File: config.mk
export PLATFORM = sky130hd
export DESIGN_NAME = alu_instr_sequencer
export DESIGN_NICKNAME = d
export VERILOG_FILES = /design/src/rtl/alu_instr_sequencer.sv
export SDC_FILE = /design/constraint.sdc
export NUM_CORES = 1
export LEC_CHECK = 0
export ABC_AREA = 1
export CAP_MARGIN = 20
export CORE_MARGIN = 3
export CORE_UTILIZATION = 63
export DETAILED_ROUTE_END_ITERATION = 8
export PLACE_DENSITY = 0.91
export SLEW_MARGIN = 40
export SYNTH_ARGS = -nofsm -noshare
export SYNTH_HDL_FRONTEND = slang
export SYNTH_SLANG_ARGS = --single-unit
export TNS_END_PERCENT = 1
File: constraint.sdc
create_clock -name clk -period 9.2 [get_ports clk]
set_clock_uncertainty 0.1 [all_clocks]
set_input_delay 0.92 -clock clk [delete_from_list [all_inputs] [get_ports clk]]
set_output_delay 0.92 -clock clk [all_outputs]
set_load 0.005 [all_outputs]
File: src/rtl/alu_instr_sequencer.sv
// Instruction buffer and issue sequencer feeding the 8-bit accumulator ALU.
// Buffers {opcode, A, B} entries, issues them one at a time, and returns each result with its index.
module alu_instr_sequencer #(
  parameter int DEPTH   = 8,
  parameter int ADDR_W  = 3,
  parameter int ALU_LAT = 2
) (
  input  logic              clk,
  input  logic              reset,
  input  logic              wr_en,
  input  logic [3:0]        wr_opcode,
  input  logic [7:0]        wr_a,
  input  logic [7:0]        wr_b,
  input  logic              clr,
  input  logic              start,
  input  logic [7:0]        alu_result,
  output logic [3:0]        opcode,
  output logic [7:0]        A,
  output logic [7:0]        B,
  output logic              full,
  output logic [ADDR_W:0]   count,
  output logic              busy,
  output logic              done,
  output logic              res_valid,
  output logic [7:0]        res_data,
  output logic [ADDR_W-1:0] res_index
);

  typedef enum logic [1:0] {S_IDLE, S_ISSUE, S_WAIT, S_DONE} state_t;

  localparam int CNT_W = (ALU_LAT < 2) ? 1 : $clog2(ALU_LAT);
  localparam logic [CNT_W-1:0] WCNT_LAST = CNT_W'(ALU_LAT - 1);
  localparam logic [CNT_W-1:0] WCNT_SMP  = CNT_W'(ALU_LAT - 2);
  localparam logic [ADDR_W:0]  DEPTH_C   = (ADDR_W + 1)'(DEPTH);

  state_t            state_q, state_d;
  logic [ADDR_W-1:0] idx_q, idx_d;
  logic [CNT_W-1:0]  wcnt_q, wcnt_d;
  logic [ADDR_W:0]   count_q, count_d;
  logic              wr_fire, load_ops, sample;

  logic [3:0]        opcode_q, opcode_d;
  logic [7:0]        a_q, a_d, b_q, b_d;
  logic              full_q, full_d, busy_q, busy_d, done_q, done_d;
  logic              res_valid_q, res_valid_d;
  logic [7:0]        res_data_q, res_data_d;
  logic [ADDR_W-1:0] res_index_q, res_index_d;

  logic [3:0]        mem_op [DEPTH];
  logic [7:0]        mem_a  [DEPTH];
  logic [7:0]        mem_b  [DEPTH];

  always_ff @(posedge clk) begin
    if (reset) begin
      state_q <= S_IDLE;
      idx_q   <= '0;
      wcnt_q  <= '0;
      count_q <= '0;
    end else begin
      state_q <= state_d;
      idx_q   <= idx_d;
      wcnt_q  <= wcnt_d;
      count_q <= count_d;
    end
  end

  // Buffer storage is deliberately not reset; count gates what is readable.
  always_ff @(posedge clk) begin
    if (wr_fire && !reset) begin
      mem_op[count_q[ADDR_W-1:0]] <= wr_opcode;
      mem_a[count_q[ADDR_W-1:0]]  <= wr_a;
      mem_b[count_q[ADDR_W-1:0]]  <= wr_b;
    end
  end

  always_comb begin
    state_d  = state_q;
    idx_d    = idx_q;
    wcnt_d   = wcnt_q;
    count_d  = count_q;
    wr_fire  = 1'b0;
    load_ops = 1'b0;
    sample   = 1'b0;
    case (state_q)
      S_IDLE: begin
        if (clr) begin
          count_d = '0;
        end else if (start && count_q != '0) begin
          idx_d    = '0;
          load_ops = 1'b1;
          state_d  = S_ISSUE;
        end else if (wr_en && count_q != DEPTH_C) begin
          wr_fire = 1'b1;
          count_d = count_q + 1'b1;
        end
      end
      S_ISSUE: begin
        wcnt_d  = '0;
        state_d = S_WAIT;
        if (ALU_LAT == 1) sample = 1'b1;
      end
      S_WAIT: begin
        wcnt_d = wcnt_q + 1'b1;
        // wcnt counts edges after the ISSUE cycle, so the sample edge is one before the last
        if (ALU_LAT >= 2 && wcnt_q == WCNT_SMP) sample = 1'b1;
        if (wcnt_q == WCNT_LAST) begin
          if ({1'b0, idx_q} == count_q - 1'b1) begin
            state_d = S_DONE;
          end else begin
            idx_d    = idx_q + 1'b1;
            load_ops = 1'b1;
            state_d  = S_ISSUE;
          end
        end
      end
      S_DONE: begin
        if (clr) begin
          count_d = '0;
          state_d = S_IDLE;
        end else if (start) begin
          idx_d    = '0;
          load_ops = 1'b1;
          state_d  = S_ISSUE;
        end
      end
      default: state_d = S_IDLE;
    endcase
  end

  always_comb begin
    opcode_d    = load_ops ? mem_op[idx_d] : opcode_q;
    a_d         = load_ops ? mem_a[idx_d]  : a_q;
    b_d         = load_ops ? mem_b[idx_d]  : b_q;
    res_valid_d = sample;
    res_data_d  = sample ? alu_result : res_data_q;
    res_index_d = sample ? idx_q : res_index_q;
    busy_d      = (state_d == S_ISSUE) || (state_d == S_WAIT);
    done_d      = (state_d == S_DONE);
    full_d      = (count_d == DEPTH_C);
  end

  always_ff @(posedge clk) begin
    if (reset) begin
      opcode_q    <= '0;
      a_q         <= '0;
      b_q         <= '0;
      full_q      <= 1'b0;
      busy_q      <= 1'b0;
      done_q      <= 1'b0;
      res_valid_q <= 1'b0;
      res_data_q  <= '0;
      res_index_q <= '0;
    end else begin
      opcode_q    <= opcode_d;
      a_q         <= a_d;
      b_q         <= b_d;
      full_q      <= full_d;
      busy_q      <= busy_d;
      done_q      <= done_d;
      res_valid_q <= res_valid_d;
      res_data_q  <= res_data_d;
      res_index_q <= res_index_d;
    end
  end

  assign opcode    = opcode_q;
  assign A         = a_q;
  assign B         = b_q;
  assign full      = full_q;
  assign count     = count_q;
  assign busy      = busy_q;
  assign done      = done_q;
  assign res_valid = res_valid_q;
  assign res_data  = res_data_q;
  assign res_index = res_index_q;

endmodule

==> results_dict.tcl <==
set metrics [dict create \
    outcome "completed" \
    dp_hpwl_um 10900 \
    hold_path.class "reg -> reg" \
    path_class "reg -> reg" \
    p_leak_uw 0.00438 \
    ys_seq_area_share_pct 63.5 \
    grt_first_pass_wirelength_um 31600 \
    relSlewSlack_pct 51.1 \
    path_clk_slew_ns 0.06 \
    cts.sinks 205 \
    clk_latency_ns 0.50 \
    finalSetupViolCount 0 \
    cts_resized 0 \
    cp_slowest_cell "clkinv_2" \
    via_per_inst 5.70 \
    rsz0062_at_grt "false" \
    worstPathArrival_ns 4.21 \
    die_h_um 125 \
    cts_root_buf "clkbuf_16" \
    ys_seq_elements 205 \
    cts_hold_buffers 0 \
    end_kind "flop" \
    syn_inst 911 \
    critPathMaxStageDelay_ns 0.71 \
    cts_setup_buffers 0 \
    drc_errors 0 \
    path_max_fanout 41 \
    numCtsBuffers 21 \
    finalPower_uw 2470 \
    crit_family "simple AND/OR/NAND/NOR gates" \
    cts.path.max_buffers 3 \
    pin_count 72 \
    met2_usage_pct 44.3 \
    start_kind "flop" \
    ys.warnings.count 0 \
    wl_um 20200 \
    crit_required_ns 9.47 \
    setup-tns-final_ns 0 \
    grt_usage_pct 25.2 \
    path_buf_inv 3 \
    initial_utilization_pct 64.5 \
    dieWidth_um 125 \
    final_common_cell "nand3_1" \
    detail-route-antenna-nets 0 \
    finalHoldViolCount 0 \
    io_buffers 71 \
    final_layout_size_suffix_gt1_share_pct 6.51 \
    area_growth_pct 17.4 \
    fin_nets 1009 \
    power_density_nw_per_um2 234 \
    antenna_found_initial 0 \
    cts_tree "yes" \
    busiest_layer "met2" \
    gp_congestion 0.833 \
    die-area_sq_um 15700 \
    timing.fmax_mhz 254 \
    fin_crit_ns 3.94 \
    cap_violations 0 \
    path_cells "inv_1, ha_1, nand2_1, inv_1, nor2_1, nand2_1, nor2_1, nand2_1, nand2_1, nand2_1, nand2_4, nand2_1, nand2_4, clkinv_2, nand3_1, nand3_1, nand2_1, a21oi_1" \
    gr-total-overflow 0 \
    grt_max_degree 83 \
    slew_viol_final 0 \
    critPathMostFrequentCell "nand2_1" \
    h-tree-depth 1 \
    min_period_over_period_pct 42.8 \
    worst_pin_slew_ns 0.731 \
    drt_iter0_drc 715 \
    syn_area_sq_um 8990 \
    via_count 6633 \
    final_cell_mix "nand3_1 (192), inv_1 (162), edfxtp_1 (160)" \
    num_antenna_cells 0 \
    row_count 43 \
    core_sq_um 13900 \
    dpl_cell_area_sq_um 9810 \
    vdd_drop_max_mv 0.172 \
    finalInstanceArea_sq_um 10600 \
    syn_avg_cell_area_sq_um 9.87 \
    wl_per_cell_um 17.4 \
    grt_use_met3_pct 4.74 \
    grt_pass1_vias 6254 \
    met1_usage_pct 30.8 \
    synth_nets 952 \
    dr.pass1.iters 6 \
    synth_cell_types 33 \
]
final cells by class:
class                           instances  area [sq um]
Fill cell                             854          3380
Clock buffer                           29           586
Sequential cell                       205          5710
Clock inverter                          9           149
Tap cell                              180           225
Multi-Input combinational cell        491          2470
Timing Repair Buffer                   82           797
Inverter                              167           628
worst min-delay path, stage by stage (launching register included):
cell	delay [ns]
dfxtp_1	0.32
o21ai_0	0.08
nor2_1	0.08
cell usage after synthesis:
cell / n / area (sq um)
nand3_1: 192 / 961
nand2_4: 2 / 22.5
inv_1: 164 / 616
nor2_4: 1 / 11.3
clkinv_2: 1 / 5.00
o21ai_0: 39 / 195
dfxtp_1: 45 / 901
nand3_2: 1 / 10.0
buf_4: 8 / 60.1
nor2_2: 1 / 6.26
a22oi_1: 2 / 15.0
nand4_1: 2 / 12.5
a211oi_1: 1 / 7.51
inv_2: 1 / 3.75
buf_2: 23 / 115
nor3_1: 9 / 45.0
nor2_1: 47 / 176
nand2_8: 1 / 20.0
a21oi_2: 1 / 8.76
o311a_1: 1 / 10.0
a31oi_1: 1 / 6.26
o21ai_2: 1 / 8.76
nand2_2: 2 / 12.5
and2_1: 1 / 6.26
clkinv_1: 1 / 3.75
a21oi_1: 25 / 125
nand3b_1: 18 / 135
ha_1: 8 / 100
xor2_1: 2 / 17.5
nand2_1: 132 / 495
edfxtp_1: 160 / 4800
clkbuf_1: 17 / 63.8
o31a_1: 1 / 8.76
state kept, by name, summed over array words and instances, names as in the netlist:
name,cells
A,8
B,8
busy,1
count,4
done,1
full,1
idx_q,3
mem_a,64
mem_b,64
mem_op,32
opcode,4
res_data,8
res_index,3
res_valid,1
state_q,2
wcnt_q,1
routing by layer:
| layer | part of all wire [%] | vias to the layer above | routed length, um |
|---|---|---|---|
| li1 | - | 3139 | - |
| met1 | 37 | 3108 | 7530 |
| met2 | 51 | 332 | 10300 |
| met3 | 8.3 | 54 | 1680 |
| met4 | 3.3 | 0 | 673 |
| met5 | 0 | - | 0 |
through the flow:
| stage | setup slack, ns | utilization (%) | instances | hold slack, ns |
|---|---|---|---|---|
| after global placement | 4.94 | 70.4 | 1125 | 0.394 |
| after detailed placement | 5.19 | 70.4 | 1125 | 0.408 |
| after floorplan | 5.82 | - | 911 | 0.397 |
| after global routing | 4.97 | 75.8 | 1163 | 0.467 |
| final | 5.26 | 75.8 | 1163 | 0.417 |
| after CTS | 5.24 | 75.7 | 1163 | 0.422 |
worst paths after layout:
| check | start | to | slack, ns | cells after the start |
|---|---|---|---|---|
| max | count[1]$_SDFF_PP0_ | opcode[2]$_SDFFE_PP0P_ | 5.26 | 18 |
| min | res_index[1]$_SDFFE_PP0P_ | res_index[1]$_SDFFE_PP0P_ | 0.42 | 2 |
| max reg2reg | count[1]$_SDFF_PP0_ | opcode[2]$_SDFFE_PP0P_ | 5.26 | 18 |
| min reg2reg | res_index[1]$_SDFFE_PP0P_ | res_index[1]$_SDFFE_PP0P_ | 0.42 | 2 |
where the power goes:
| part | switching (uW) | total (uW) | internal [uW] |
|---|---|---|---|
| clock | 340 | 897 | 558 |
| combinational | 264 | 460 | 196 |
| sequential | 43.8 | 1110 | 1070 |
| total | 648 | 2470 | 1820 |
cells by family after synthesis:
logic type / share of synthesized area [%]
AO/OA/AOI/OAI: 4.29
XOR/XNOR: 0.195
adder cells (fa/ha/maj): 1.11
buffers and inverters: 9.64
flip-flops: 63.5
AND/OR/NAND/NOR: 21.3
Note: power is estimated with default switching activity, not from simulation.
